File: src/rtl/uart_dbg_pkg.sv
// Shared definitions for the UART debug loader: command bytes, response codes
// and the controller state encoding.
package uart_dbg_pkg;

  localparam logic [7:0] CMD_LOAD = 8'h4C;  // 'L'
  localparam logic [7:0] CMD_RUN  = 8'h52;  // 'R'
  localparam logic [7:0] CMD_HALT = 8'h48;  // 'H'
  localparam logic [7:0] CMD_STEP = 8'h53;  // 'S'

  localparam logic [7:0] RESP_ACK = 8'h06;
  localparam logic [7:0] RESP_NAK = 8'h15;

  localparam int WORD_IDX_W = 9;

  typedef enum logic [2:0] {
    IDLE     = 3'd0,
    LD_COUNT = 3'd1,
    LD_BYTE  = 3'd2,
    LD_WRITE = 3'd3,
    RESP     = 3'd4
  } loader_state_t;

endpackage

File: src/rtl/uart_loader_ctrl_if.sv
// Signal bundle between the loader controller and its UART / instruction
// memory / CPU-control surroundings.
interface uart_loader_ctrl_if #(parameter int ADDR_W = 8);

  logic [7:0]        rx_data;
  logic              rx_valid;
  logic              tx_busy;
  logic              tx_start;
  logic [7:0]        tx_data;
  logic              imem_we;
  logic [ADDR_W-1:0] imem_addr;
  logic [31:0]       imem_wdata;
  logic              cpu_run;
  logic              cpu_step;
  logic              busy;

  modport master (
    input  rx_data, rx_valid, tx_busy,
    output tx_start, tx_data, imem_we, imem_addr, imem_wdata,
           cpu_run, cpu_step, busy
  );

  modport slave (
    output rx_data, rx_valid, tx_busy,
    input  tx_start, tx_data, imem_we, imem_addr, imem_wdata,
           cpu_run, cpu_step, busy
  );

endinterface

File: src/rtl/uart_word_assembler.sv
// Packs four received bytes into a 32-bit word, little-endian (first byte
// lands in bits 7:0).
module uart_word_assembler (
  input  logic        clk,
  input  logic        reset,
  input  logic        clear,
  input  logic        byte_valid,
  input  logic [7:0]  byte_data,
  output logic [31:0] word,
  output logic        last_byte
);

  logic [1:0] byte_idx;

  // last_byte looks only at the index so the controller can decide on the
  // 4th byte without a combinational path back through byte_valid.
  assign last_byte = (byte_idx == 2'd3);

  always_ff @(posedge clk or negedge reset) begin
    if (!reset) begin
      word     <= 32'h0;
      byte_idx <= 2'd0;
    end else if (clear) begin
      word     <= 32'h0;
      byte_idx <= 2'd0;
    end else if (byte_valid) begin
      case (byte_idx)
        2'd0:    word[7:0]   <= byte_data;
        2'd1:    word[15:8]  <= byte_data;
        2'd2:    word[23:16] <= byte_data;
        default: word[31:24] <= byte_data;
      endcase
      byte_idx <= byte_idx + 2'd1;
    end
  end

endmodule

File: src/rtl/uart_loader_ctrl.sv
// Byte-command controller behind a UART: loads instruction memory and
// starts, halts or single-steps the CPU, answering each command with ACK/NAK.
module uart_loader_ctrl
  import uart_dbg_pkg::*;
#(
  parameter int ADDR_W         = 8,
  parameter int TIMEOUT_CYCLES = 1000000
) (
  input  logic               clk,
  input  logic               reset,
  uart_loader_ctrl_if.master bus
);

  localparam int TMO_W = $clog2(TIMEOUT_CYCLES + 1);
  localparam logic [TMO_W-1:0] TMO_LIMIT = TMO_W'(TIMEOUT_CYCLES);

  loader_state_t         state;
  loader_state_t         state_next;
  logic [WORD_IDX_W-1:0] word_idx;
  logic [WORD_IDX_W-1:0] word_count;
  logic [TMO_W-1:0]      tmo_cnt;
  logic [7:0]            resp_byte;
  logic                  cpu_run_q;
  logic                  cpu_step_q;

  logic                  resp_load;
  logic [7:0]            resp_value;
  logic                  load_start;
  logic                  count_load;
  logic                  word_inc;
  logic                  run_set;
  logic                  run_clr;
  logic                  step_req;
  logic                  asm_valid;
  logic                  tx_start_c;
  logic                  tmo_hit;
  logic                  last_word;
  logic                  last_byte;
  logic [31:0]           asm_word;

  uart_word_assembler u_asm (
    .clk        (clk),
    .reset      (reset),
    .clear      (load_start),
    .byte_valid (asm_valid),
    .byte_data  (bus.rx_data),
    .word       (asm_word),
    .last_byte  (last_byte)
  );

  assign tmo_hit   = (tmo_cnt == TMO_LIMIT);
  assign last_word = ((word_idx + 9'd1) == word_count);

  assign bus.tx_start   = tx_start_c;
  assign bus.tx_data    = resp_byte;
  assign bus.imem_we    = (state == LD_WRITE);
  assign bus.imem_addr  = ADDR_W'(word_idx);
  assign bus.imem_wdata = asm_word;
  assign bus.cpu_run    = cpu_run_q;
  assign bus.cpu_step   = cpu_step_q;
  assign bus.busy       = (state != IDLE);

  always_ff @(posedge clk or negedge reset) begin
    if (!reset) begin
      state <= IDLE;
    end else begin
      state <= state_next;
    end
  end

  // Command decode and load sequencing; anything not accepted in IDLE is
  // answered with NAK, and rx bytes in LD_WRITE/RESP are simply not looked at.
  always_comb begin
    state_next = state;
    resp_load  = 1'b0;
    resp_value = RESP_NAK;
    load_start = 1'b0;
    count_load = 1'b0;
    word_inc   = 1'b0;
    run_set    = 1'b0;
    run_clr    = 1'b0;
    step_req   = 1'b0;
    asm_valid  = 1'b0;
    tx_start_c = 1'b0;
    unique case (state)
      IDLE: begin
        if (bus.rx_valid) begin
          state_next = RESP;
          resp_load  = 1'b1;
          case (bus.rx_data)
            CMD_LOAD: begin
              if (!cpu_run_q) begin
                state_next = LD_COUNT;
                resp_load  = 1'b0;
                load_start = 1'b1;
              end
            end
            CMD_RUN: begin
              run_set    = 1'b1;
              resp_value = RESP_ACK;
            end
            CMD_HALT: begin
              run_clr    = 1'b1;
              resp_value = RESP_ACK;
            end
            CMD_STEP: begin
              if (!cpu_run_q) begin
                step_req   = 1'b1;
                resp_value = RESP_ACK;
              end
            end
            default: ;
          endcase
        end
      end
      LD_COUNT: begin
        if (bus.rx_valid) begin
          count_load = 1'b1;
          state_next = LD_BYTE;
        end else if (tmo_hit) begin
          resp_load  = 1'b1;
          state_next = RESP;
        end
      end
      LD_BYTE: begin
        if (bus.rx_valid) begin
          asm_valid = 1'b1;
          if (last_byte) begin
            state_next = LD_WRITE;
          end
        end else if (tmo_hit) begin
          resp_load  = 1'b1;
          state_next = RESP;
        end
      end
      LD_WRITE: begin
        word_inc = 1'b1;
        if (last_word) begin
          resp_load  = 1'b1;
          resp_value = RESP_ACK;
          state_next = RESP;
        end else begin
          state_next = LD_BYTE;
        end
      end
      RESP: begin
        if (!bus.tx_busy) begin
          tx_start_c = 1'b1;
          state_next = IDLE;
        end
      end
      default: state_next = IDLE;
    endcase
  end

  // A count byte of 0 means a full 256-word image.
  always_ff @(posedge clk or negedge reset) begin
    if (!reset) begin
      cpu_run_q  <= 1'b0;
      cpu_step_q <= 1'b0;
      resp_byte  <= 8'h00;
      word_idx   <= '0;
      word_count <= '0;
      tmo_cnt    <= '0;
    end else begin
      cpu_step_q <= step_req;
      if (run_set) begin
        cpu_run_q <= 1'b1;
      end else if (run_clr) begin
        cpu_run_q <= 1'b0;
      end
      if (resp_load) begin
        resp_byte <= resp_value;
      end
      if (load_start) begin
        word_idx <= '0;
      end else if (word_inc) begin
        word_idx <= word_idx + 9'd1;
      end
      if (count_load) begin
        word_count <= (bus.rx_data == 8'h00) ? 9'd256 : {1'b0, bus.rx_data};
      end
      if (bus.rx_valid || load_start) begin
        tmo_cnt <= '0;
      end else if (state == LD_COUNT || state == LD_BYTE) begin
        tmo_cnt <= tmo_cnt + 1'b1;
      end
    end
  end

endmodule

File: src/flat_wrapper.sv
// flat-port wrapper written by rule: the top's interface ports become plain ports
module uart_loader_ctrl_flat import uart_dbg_pkg::*;
#(
  parameter int ADDR_W         = 8,
  parameter int TIMEOUT_CYCLES = 1000000
)
  (clk, reset, bus_rx_data, bus_rx_valid, bus_tx_busy, bus_tx_start, bus_tx_data, bus_imem_we, bus_imem_addr, bus_imem_wdata, bus_cpu_run, bus_cpu_step, bus_busy);
  uart_loader_ctrl_if #(.ADDR_W(ADDR_W)) bus_i ();
  input  logic clk;
  input  logic reset;
  input wire logic [$bits(bus_i.rx_data)-1:0] bus_rx_data;
  input wire logic [$bits(bus_i.rx_valid)-1:0] bus_rx_valid;
  input wire logic [$bits(bus_i.tx_busy)-1:0] bus_tx_busy;
  output wire logic [$bits(bus_i.tx_start)-1:0] bus_tx_start;
  output wire logic [$bits(bus_i.tx_data)-1:0] bus_tx_data;
  output wire logic [$bits(bus_i.imem_we)-1:0] bus_imem_we;
  output wire logic [$bits(bus_i.imem_addr)-1:0] bus_imem_addr;
  output wire logic [$bits(bus_i.imem_wdata)-1:0] bus_imem_wdata;
  output wire logic [$bits(bus_i.cpu_run)-1:0] bus_cpu_run;
  output wire logic [$bits(bus_i.cpu_step)-1:0] bus_cpu_step;
  output wire logic [$bits(bus_i.busy)-1:0] bus_busy;
  assign bus_i.rx_data = bus_rx_data;
  assign bus_i.rx_valid = bus_rx_valid;
  assign bus_i.tx_busy = bus_tx_busy;
  assign bus_tx_start = bus_i.tx_start;
  assign bus_tx_data = bus_i.tx_data;
  assign bus_imem_we = bus_i.imem_we;
  assign bus_imem_addr = bus_i.imem_addr;
  assign bus_imem_wdata = bus_i.imem_wdata;
  assign bus_cpu_run = bus_i.cpu_run;
  assign bus_cpu_step = bus_i.cpu_step;
  assign bus_busy = bus_i.busy;
  uart_loader_ctrl #(.ADDR_W(ADDR_W), .TIMEOUT_CYCLES(TIMEOUT_CYCLES)) u_core (.clk(clk), .reset(reset), .bus(bus_i));
endmodule
File: config.mk
export PLATFORM = sky130hd
export DESIGN_NAME = uart_loader_ctrl_flat
export DESIGN_NICKNAME = d
export VERILOG_FILES = /design/src/rtl/uart_dbg_pkg.sv /design/src/rtl/uart_loader_ctrl_if.sv /design/src/rtl/uart_word_assembler.sv /design/src/rtl/uart_loader_ctrl.sv /design/src/flat_wrapper.sv
export SDC_FILE = /design/constraint.sdc
export NUM_CORES = 1
export LEC_CHECK = 0
export BUFFER_PORTS_ARGS = -buffer_cell sky130_fd_sc_hd__buf_2
export CAP_MARGIN = 0
export CORE_ASPECT_RATIO = 0.9
export CORE_UTILIZATION = 55
export CTS_CLUSTER_DIAMETER = 100
export DETAILED_ROUTE_END_ITERATION = 10
export PLACE_DENSITY = 0.81
export SYNTH_ARGS = -nofsm -noshare
export SYNTH_HDL_FRONTEND = slang
export SYNTH_SLANG_ARGS = --single-unit
File: constraint.sdc
create_clock -name clk -period 5.25 [get_ports clk]
set_clock_uncertainty 0.15 [all_clocks]
set_input_delay 0.525 -clock clk [delete_from_list [all_inputs] [get_ports clk]]
set_output_delay 0.525 -clock clk [all_outputs]
set_load 0.02 [all_outputs]
After elaboration in Yosys (flattened, before gate mapping):

Cells that the tools add are included.

* bits in registers: 85
* input bits: 12
* output and inout port bits: 53
* logic and storage cells: 109

* add/subtract/negate cells: 3
* eq/ne operators: 17
* muxes and demuxes: 56
* reductions and logical operators: 21

Operators with widths (count)
* $mux 32: 2
* $mux 20: 2
* $mux 8: 5
* $eq 8x7->1 const B: 4
* $pmux 8 s2: 2
* $mux 1: 27
* $mux 3: 9
* $mux 9: 3
* $add 20x1->20 const B: 1
* $eq 20x20->1 const B: 1
* $pmux 3 s5: 1
* $reduce_bool 2->1: 7
* $mux 5: 2
* $add 9x1->9 const B: 1
* $eq 9x9->1: 1
* $logic_not 8->1: 1
* $reduce_and 2->1: 4
* $eq 3x2->1 const B: 2
* $eq 2x2->1 const B: 2
* $mux 2: 2
* $ne 2x2->1 const B: 2
* $reduce_or 2->1: 2
* $eq 3x1->1 const B: 1
* $eq 3x3->1 const B: 1
* 11 further kinds: 12

Longest topological paths before layout:

Gate-level depths: netlist of the first run.

* word-level depth: 6
* gate-level depth with buffers: 9
* mapped depth without buffers: 8

By module:

Synthesis of the first run repeated with hierarchy kept, for this count alone.

* cell total of the unflattened synthesis: 421
* area, all modules: 4302.9 um^2

Modules (own cells, without submodules)
* uart_loader_ctrl: instances 1, cells an instance 292, area each 2710.1 um^2, seq. area each 1151.1 um^2
* uart_word_assembler: instances 1, cells an instance 129, area each 1592.8 um^2, seq. area each 850.8 um^2

Least setup slack after synthesis of the first run:

OpenSTA, ideal clock, no wires.

* kind: input-to-reg
* from: in bus_rx_data[0]
* to: reg u_core.word_idx[8]
* library setup time: 0.121 ns
* arrival: 1.808 ns
* data required time: 4.979 ns
* slack: 3.171 ns
* cell stages on the path: 8
* path buffers: 3
* cells stage by stage: buf_2 > nor4_4 > and4_1 > buf_4 > or2_1 > buf_2 > o21ai_1 > a22o_1

* word-level cells in the longest chain between the ends: 5
* elaborated cells on any way between the ends: 6
* classes of those cells: 1 x eq/ne; 4 x mux; 1 x reduce/logical

RTL lines
* start, declared: line flat_wrapper.sv:11 `input wire logic [$bits(bus_i.rx_data)-1:0] bus_rx_data;`
* $eq 8x7->1 *: line uart_loader_ctrl.sv:90 `case (bus.rx_data)`
* $mux 1 *: line uart_loader_ctrl.sv:90
* $mux 1 *: line uart_loader_ctrl.sv:87 `if (bus.rx_valid) begin`
* $mux 1 *: line uart_loader_ctrl.sv:85 `unique case (state)`
* $mux 9 / $reduce_bool 2->1 (equally long branches)
* end signal, assigned: line uart_loader_ctrl.sv:178 `word_idx <= word_idx + 9'd1;`
* end, declared: line uart_loader_ctrl.sv:19 `logic [WORD_IDX_W-1:0] word_idx;`

Every way passes the cells marked *; elsewhere a longest branch is shown, timed or not.
A chain may end at the register's enable or synchronous reset.

Worst setup path after layout of the first run:

* from: reg u_core.state[2]
* to: reg u_core.word_idx[8]

* word-level cells in the longest chain between the ends: 3
* elaborated cells on any way between the ends: 6
* classes of those cells: 1 x eq/ne; 3 x mux; 2 x reduce/logical

RTL lines
* start, declared: line uart_loader_ctrl.sv:17 `loader_state_t state;`
* start signal, assigned: line uart_loader_ctrl.sv:67 `state <= state_next;`
* $eq 3x2->1 / $logic_not 3->1 (equally long branches): line uart_loader_ctrl.sv:85
* $mux 1: line uart_loader_ctrl.sv:85
* $reduce_bool 2->1 (no source line) / $mux 9 (equally long branches)

Parallel ways exist; a longest one is shown, timed or not.

==> impl_results.rst, run 1 <==
.. list-table::
   :header-rows: 1

   * - Metric
     - Value
   * - Die Outline Area
     - 7960 sq um
   * - Drc violations
     - 0
   * - Hold-fix buffers at CTS
     - 0
   * - Count of nets after finishing
     - 508
   * - Root Buffer Master
     - sky130_fd_sc_hd__clkbuf_8
   * - Vias in the first global route
     - 3234
   * - Number of top-level design ports
     - 65
   * - Gpl congestion
     - 0.802
   * - Compound-gate portion of the synthesized area
     - 8.49%
   * - Post-synthesis cell type count
     - 54
   * - Startpoint type of the worst setup path
     - register
   * - Post-cts resize count
     - 0
   * - Proportion of synthesized area in mux cells
     - 2.63%
   * - GRT Util Overall
     - 24.7%
   * - Post-synthesis instance total
     - 446
   * - Layout Area Growth over Synthesis
     - 11.3%
   * - Worst supply voltage drop on vdd
     - 0.203 mV
   * - Post-layout total power
     - 0.00130 W
   * - WP data arrival
     - 3.15 ns
   * - Post-synth EDFFs
     - 0
   * - Count of final hold-check violations
     - 0
   * - Wire length of the first global-routing pass
     - 15.3 mm
   * - Vias per cell
     - 5.57
   * - Launch point of the worst path
     - u_core.state[2]
   * - Most used flip-flop cell after synthesis
     - sky130_fd_sc_hd__dfrtp_1
   * - Largest net degree at the start of global routing
     - 81
   * - Setup TNS after final layout
     - 0 ns
   * - Pwr per Cell Area
     - 279 nW/um^2
   * - Number of buffers added by the clock tree synthesis step
     - 9
   * - Post-detail-place hpwl
     - 6.17 mm
   * - Maximum count of clock buffers along a single path
     - 2
   * - Count of buffers from port buffering
     - 60
   * - Clock period minus worst slack
     - 3.06 ns
   * - Starting Density
     - 57.9%
   * - Yosys warning total
     - 0
   * - Detailed Routing Iterations Pass 1
     - 4
   * - Number of cells on the worst reg-to-reg path
     - 5
   * - Worst Hold Class
     - in -> async
   * - Static leakage power
     - 2.17 nW
   * - Worst Path Max Fanout
     - 37
   * - Yosys reg bits
     - 80
   * - Req. time, crit path
     - 5.34 ns
   * - Count of routing violations after the opening detailed-route iteration
     - 260
   * - XOR/XNOR share of the synthesized area
     - 7.36%
   * - Post-synthesis share of cell area spent on and, or, nand and nor gates
     - 25.7%
   * - Clock tree from TritonCTS
     - yes
   * - Number of nets with antenna violations after detailed routing
     - 0
   * - Area fraction of the dominant cell type after synthesis
     - 47.8%
   * - Nature of the critical path endpoint
     - register
   * - Number of vias in the routed layout
     - 3266
   * - Routed Wire Length
     - 9.02 mm
   * - Routed wire length per instance
     - 15.4 um
   * - Number of clock sinks seen by CTS
     - 80
   * - Area share of fa/ha/maj cells after synthesis
     - 2.39%
   * - Share of the cycle needed by the critical path after routing
     - 58.3%
   * - Synthesized area per cell
     - 9.38 sq um
   * - Maximum clock frequency
     - 327 MHz
   * - Synth area leaders
     - sky130_fd_sc_hd__dfrtp_1, sky130_fd_sc_hd__nand2_1, sky130_fd_sc_hd__o21ai_0
   * - Width of the chip
     - 93.9 um
   * - Critical setup path kind
     - reg -> reg
   * - Cell type contributing the most total cell area after synthesis
     - sky130_fd_sc_hd__dfrtp_1
   * - Antenna violations before repair
     - 0
   * - Number of pins with negative max-slew slack in the final report
     - 0
   * - RSZ-0062 raised after global routing
     - no
   * - R2R Path Start
     - u_core.state[2]
   * - Count of endpoints failing setup in the final report
     - 0
   * - Combinational family with the most area after synthesis
     - simple AND/OR/NAND/NOR gates
   * - Run status
     - completed
   * - Final antenna diode count
     - 0
   * - Gr ovfl total
     - 0
   * - Slew HR
     - 21.3%
   * - Number of maximum-capacitance violations
     - 0
   * - Number of levels the H-tree was split into
     - 3
   * - Number of buffers inserted by post-CTS setup repair
     - 0
   * - Number of core rows
     - 29
   * - Asr flop ratio synth
     - 100%
   * - Fraction of final layout cells with drive strength greater than 1
     - 19.7%
   * - Slew at the pin closest to its max-slew limit
     - 1.18 ns
   * - CTS clk-pin slew, worst paths
     - 0.08 ns
   * - Synthesized cell area
     - 4180 sq um
   * - Sequential-to-total area share from yosys stat
     - 47.8%
   * - Worst hold slack
     - 0.184 ns
   * - Die height
     - 84.7 um
   * - Worst skew pair latency
     - 0.36 ns
   * - Area of the core
     - 7220 sq um
## cell usage in the layout (no fill, tap or decap), drive strengths merged, types with 4 or more instances in the layout
| cell | netlist | layout |
|---|---|---|
| a21oi | 19 | 19 |
| and2 | 7 | 7 |
| and3 | 5 | 5 |
| buf | 25 | 60 |
| clkbuf | 7 | 9 |
| clkinv | 1 | 4 |
| conb | 1 | 4 |
| dfrtp | 80 | 80 |
| ha | 8 | 8 |
| inv | 7 | 7 |
| mux2 | 8 | 8 |
| nand2 | 97 | 97 |
| nand3 | 25 | 25 |
| nand4 | 7 | 7 |
| nor2 | 38 | 38 |
| nor3 | 5 | 5 |
| nor4 | 5 | 5 |
| nor4b | 5 | 5 |
| o21ai | 35 | 35 |
| xnor2 | 18 | 18 |
| xor2 | 15 | 15 |
## metrics by stage
stage          area [sq um]  instances  setup WS (ns)  util, %
3_3_place_gp           4410        570           2.14     61.1
5_1_grt                4660        586           1.99     64.5
2_1_floorplan          4200        449           3.17        -
6_report               4660        586           2.19     64.5
4_1_cts                4660        586           2.24     64.5
3_5_place_dp           4410        570           2.04     61.1
## final cells by class
cell class              instances  area (sq um)
inverters                       8          30.0
flip-flops and latches         80          2000
repair buffers                 60           303
clock buffers                   9           124
fillers                       586          2560
well taps                      93           116
clock inverters                 7           120
multi-input cells             329          1960
## cells by family (layout without fill, tap and decap cells)
family / count (synthesis) / in the layout
AND/OR/NAND/NOR: 210 / 210
other: 1 / 4
adder cells (fa/ha/maj): 8 / 8
buffers and inverters: 40 / 84
flip-flops: 80 / 80
AO/OA/AOI/OAI: 64 / 64
multiplexers: 10 / 10
XOR/XNOR: 33 / 33
## power by group
part	switching (W)	internal, W	total [W]
Combinational	0.0000763	0.0000374	0.000114
Sequential	0.0000164	0.000623	0.000639
Clock	0.000231	0.000316	0.000547
## critical path, stage by stage (launching register included)
cell and delay (ns):
sky130_fd_sc_hd__dfrtp_1 0.61, sky130_fd_sc_hd__nor4b_1 0.46, sky130_fd_sc_hd__and4_1 1.05, sky130_fd_sc_hd__or2_1 0.33, sky130_fd_sc_hd__o21ai_1 0.10, sky130_fd_sc_hd__a22o_1 0.23
## cells in the mapped netlist, types with 2 or more instances
cell / n
sky130_fd_sc_hd__a21o_1: 2
sky130_fd_sc_hd__a21oi_1: 19
sky130_fd_sc_hd__and2_1: 7
sky130_fd_sc_hd__and3_1: 5
sky130_fd_sc_hd__buf_2: 7
sky130_fd_sc_hd__buf_4: 17
sky130_fd_sc_hd__clkbuf_1: 6
sky130_fd_sc_hd__dfrtp_1: 80
sky130_fd_sc_hd__ha_1: 8
sky130_fd_sc_hd__inv_1: 7
sky130_fd_sc_hd__mux2_2: 8
sky130_fd_sc_hd__mux2i_1: 2
sky130_fd_sc_hd__nand2_1: 96
sky130_fd_sc_hd__nand3_1: 25
sky130_fd_sc_hd__nand4_1: 7
sky130_fd_sc_hd__nor2_1: 38
sky130_fd_sc_hd__nor2b_1: 2
sky130_fd_sc_hd__nor3_1: 3
sky130_fd_sc_hd__nor3_2: 2
sky130_fd_sc_hd__nor4_4: 3
sky130_fd_sc_hd__nor4b_1: 2
sky130_fd_sc_hd__nor4b_4: 2
sky130_fd_sc_hd__o21ai_0: 34
sky130_fd_sc_hd__o31ai_1: 2
sky130_fd_sc_hd__or3_1: 3
sky130_fd_sc_hd__xnor2_1: 17
sky130_fd_sc_hd__xor2_1: 15
## registers in the layout, summed over array words and instances, names as in the netlist
signal and flops:
u_core.bus.cpu_run 1, u_core.bus.cpu_step 1, u_core.bus.tx_data 3, u_core.state 3
u_core.tmo_cnt 20, u_core.u_asm.byte_idx 2, u_core.u_asm.word 32, u_core.word_count 9
u_core.word_idx 9
## layer usage
layer	global-route usage [%]	part of all wire, %	up-vias
met5	0	0	-
li1	-	-	1573
met2	39.4	50	77
met3	6.88	4.9	9
met1	33.5	44	1607
met4	5.73	0.95	0
## path summary, 6_finish.rpt
| kind | end | slack, ns |
|---|---|---|
| setup / recovery | u_core.word_idx[8] | 2.19 |
| hold / removal | u_core.u_asm.word[21] | 0.18 |
| setup reg to reg | u_core.word_idx[8] | 2.19 |
| hold reg to reg | u_core.bus.tx_data[2] | 0.33 |
| max in group asynchronous | u_core.word_count[6] | 4.14 |
| min in group clk | u_core.state[2] | 0.29 |
Note: power is estimated with default switching activity, not from simulation.
==> run 2, diff against run 1 <==
==> constraint.sdc (replaced) <==
create_clock -name clk -period 2.94 [get_ports clk]
set_clock_uncertainty 0.15 [all_clocks]
set_input_delay 0.294 -clock clk [delete_from_list [all_inputs] [get_ports clk]]
set_output_delay 0.294 -clock clk [all_outputs]
set_load 0.02 [all_outputs]
==> run 2 against run 1 <==
Net effect:
- die area is the same
- non-clock buffer count grew 2
- first-iteration DRC count shrank 17%
- flip-flop and latch count is the same
- critical endpoint is now bus_imem_we
- global-route usage shrank 0.053 points
- core utilization grew 0.24 points
- largest power group unchanged
- combinational power grew 82%
- clock power grew 78%
- critical path type is now reg -> out
- setup slack lost 1.7 ns
- via count grew 1.5%
- count of clock-buffer cells in the layout is the same
==> impl_results.rst, run 2 (synthesized netlist as in run 1, its figures left out) <==
.. list-table::
   :header-rows: 1

   * - Metric
     - Value
   * - Run status
     - completed (unchanged)
   * - Count of routing violations after the opening detailed-route iteration
     - 216 (was 260)
   * - Die height
     - 84.7 um (unchanged)
   * - Worst Path Max Fanout
     - 16 (was 37)
   * - GRT Util Overall
     - 24.6% (was 24.7%)
   * - Largest incremental delay on the critical path
     - 0.76 ns (was 1.05 ns)
   * - Part of the power in combinational logic
     - 8.9% (was 8.7%)
   * - Number of vias in the routed layout
     - 3316 (was 3266)
   * - Final cell utilization of the core
     - 64.7% (was 64.5%)
   * - Startpoint type of the worst setup path
     - register (unchanged)
   * - Count of buffers from port buffering
     - 60 (unchanged)
   * - Number of core rows
     - 29 (unchanged)
   * - Count of nets after finishing
     - 510 (was 508)
   * - Biggest registers after layout
     - u_core.u_asm.word x32, u_core.tmo_cnt x20 (unchanged)
   * - Worst hold slack
     - 0.0628 ns (was 0.184 ns)
   * - Worst supply voltage drop on vdd
     - 0.370 mV (was 0.203 mV)
   * - Proportion of power drawn by flip-flops and latches
     - 49.1% (was 49.2%)
   * - Critical path buffer and inverter count
     - 2 (was 0)
   * - Maximum count of clock buffers along a single path
     - 2 (unchanged)
   * - Number of maximum-capacitance violations
     - 0 (unchanged)
   * - Clock share of power
     - 41.9% (was 42.1%)
   * - Number of levels the H-tree was split into
     - 3 (unchanged)
   * - Nature of the critical path endpoint
     - output pin (was register)
   * - Layout Area Growth over Synthesis
     - 11.7% (was 11.3%)
   * - Slew at the pin closest to its max-slew limit
     - 1.02 ns (was 1.18 ns)
   * - Number of nets with antenna violations after detailed routing
     - 0 (unchanged)
   * - Library cell contributing the largest single delay on the critical path
     - sky130_fd_sc_hd__dfrtp_1 (was sky130_fd_sc_hd__and4_1)
   * - CTS clk-pin slew, worst paths
     - 0.08 ns (about the same)
   * - Die Outline Area
     - 7960 sq um (unchanged)
   * - Worst skew pair latency
     - 0.36 ns (about the same)
   * - Routed wire length per instance
     - 15.4 um (about the same)
   * - Wire length of the first global-routing pass
     - 15.2 mm (was 15.3 mm)
   * - Largest net degree at the start of global routing
     - 81 (unchanged)
   * - Most common cell after layout, fill and taps aside
     - sky130_fd_sc_hd__nand2_1 (unchanged)
   * - Share of the cycle needed by the critical path after routing
     - 82.7%
   * - Post-cts resize count
     - 0 (unchanged)
   * - Count of final hold-check violations
     - 0 (unchanged)
   * - Drc violations
     - 0 (unchanged)
   * - Vias in the first global route
     - 3156 (was 3234)
   * - Biggest register
     - u_core.u_asm.word (unchanged)
   * - Clock period minus worst slack
     - 2.43 ns
   * - Family of cells with the greatest summed delay on the critical path
     - flip-flops (was simple AND/OR/NAND/NOR gates)
   * - Power dissipated by switching net loads
     - 0.000579 W (was 0.000324 W)
   * - Post-layout total power
     - 0.00232 W (was 0.00130 W)
   * - Gpl congestion
     - 0.846 (was 0.802)
   * - Root Buffer Master
     - sky130_fd_sc_hd__clkbuf_8 (unchanged)
   * - Width of the chip
     - 93.9 um (unchanged)
   * - Number of buffers added by the clock tree synthesis step
     - 9 (unchanged)
   * - Number of top-level design ports
     - 65 (unchanged)
   * - Fraction of power spent switching nets
     - 24.9% (about the same)
   * - Pwr per Cell Area
     - 497 nW/um^2 (was 279 nW/um^2)
   * - Antenna violations before repair
     - 0 (unchanged)
   * - Gr ovfl total
     - 0 (unchanged)
   * - Count of endpoints failing setup in the final report
     - 0 (unchanged)
   * - Filler cell count in the final layout
     - 563 (was 586)
   * - Fraction of final layout cells with drive strength greater than 1
     - 19.8% (was 19.7%)
   * - Vias per cell
     - 5.64 (was 5.57)
   * - Worst Hold Class
     - in -> reg (was in -> async)
   * - Maximum clock frequency
     - 411 MHz
   * - Req. time, crit path
     - 2.50 ns (was 5.34 ns)
   * - Routed Wire Length
     - 9.04 mm (was 9.02 mm)
   * - Post-detail-place hpwl
     - 6.02 mm (was 6.17 mm)
   * - Setup TNS after final layout
     - 0 ns (unchanged)
   * - Number of pins with negative max-slew slack in the final report
     - 0 (unchanged)
   * - Starting Density
     - 57.9% (unchanged)
   * - Most frequent cells in the layout
     - sky130_fd_sc_hd__nand2_1, sky130_fd_sc_hd__dfrtp_1, sky130_fd_sc_hd__buf_2, sky130_fd_sc_hd__nor2_1, sky130_fd_sc_hd__o21ai_0 (unchanged)
   * - RSZ-0062 raised after global routing
     - no (unchanged)
   * - Clock tree from TritonCTS
     - yes (unchanged)
   * - Slew HR
     - 32.3% (was 21.3%)
   * - Cells along the critical path
     - or2_2 -> clkinv_1 -> buf_2 (was nor4b_1 -> and4_1 -> or2_1 -> o21ai_1 -> a22o_1)
   * - Final antenna diode count
     - 0 (unchanged)
   * - Static leakage power
     - 2.18 nW (was 2.17 nW)
   * - Critical setup path kind
     - reg -> out (was reg -> reg)
   * - Number of clock sinks seen by CTS
     - 80 (unchanged)
   * - WP data arrival
     - 1.99 ns (was 3.15 ns)
   * - Area of the core
     - 7220 sq um (unchanged)
   * - Detailed Routing Iterations Pass 1
     - 5 (was 4)
   * - Internal power contribution
     - 0.00174 W (was 0.000977 W)
   * - Flip-flop count of the largest register after layout
     - 32 (unchanged)
==> run 2: layout make-up <==
type / instances / area, sq um / share of cell area, %
flip-flops and latches: 80 / 2000 / 42.8
well taps: 93 / 116 / 2.49
repair buffers: 62 / 320 / 6.85
clock buffers: 9 / 124 / 2.65
clock inverters: 7 / 120 / 2.57
inverters: 8 / 30.0 / 0.642
multi-input cells: 329 / 1960 / 42.0
==> run 2: worst paths after layout <==
path / startpoint / end / slack, ns / depth (start not counted)
setup / recovery: u_core.state[2] / bus_imem_we / 0.51 / 3
hold / removal: bus_tx_busy / u_core.state[2] / 0.06 / 3
setup reg to reg: u_core.word_idx[0] / u_core.state[1] / 0.63 / 7
hold reg to reg: u_core.bus.tx_data[2] / u_core.bus.tx_data[2] / 0.33 / 1
max in group asynchronous: reset / u_core.tmo_cnt[10] / 1.49 / 2
min in group asynchronous: reset / u_core.u_asm.word[29] / 0.50 / 2
==> run 2: repair_timing <==
action | in CTS | in global routing
hold endpoints to repair | 41 | 0
buffers inserted | 0 | 0
setup endpoints to repair | 0 | 0
hold buffers | 1 | 0
==> run 2: power groups by stage <==
stage / Combinational, W / Clock [W] / Sequential, W
CTS: 0.000208 / 0.000993 / 0.00114
floorplan: 0.000156 / 0 / 0.00115
finish: 0.000208 / 0.000974 / 0.00114
global route: 0.000232 / 0.00104 / 0.00115
detailed placement: 0.000204 / 0 / 0.00116
global placement: 0.000200 / 0 / 0.00116
==> run 2: through the flow <==
stage,worst slack [ns],cell area [sq um],std cells
floorplan,0.968,4200,449
global placement,0.788,4420,571
detailed placement,0.737,4420,571
CTS,0.524,4670,588
global route,0.342,4670,588
finish,0.509,4670,588
==> run 2: per-layer routing <==
metal | track usage [%] | share of wire, % | up-vias
met5 | 0 | 0 | -
li1 | - | - | 1580
met3 | 6.61 | 5.3 | 13
met1 | 33.0 | 44 | 1609
met4 | 6.85 | 1.3 | 0
met2 | 39.4 | 49 | 114
==> run 2: worst min-delay path: cells and delay by family <==
kind,cells,cell delay [ns]
buf+inv,1,0.09
simple gates,2,0.16
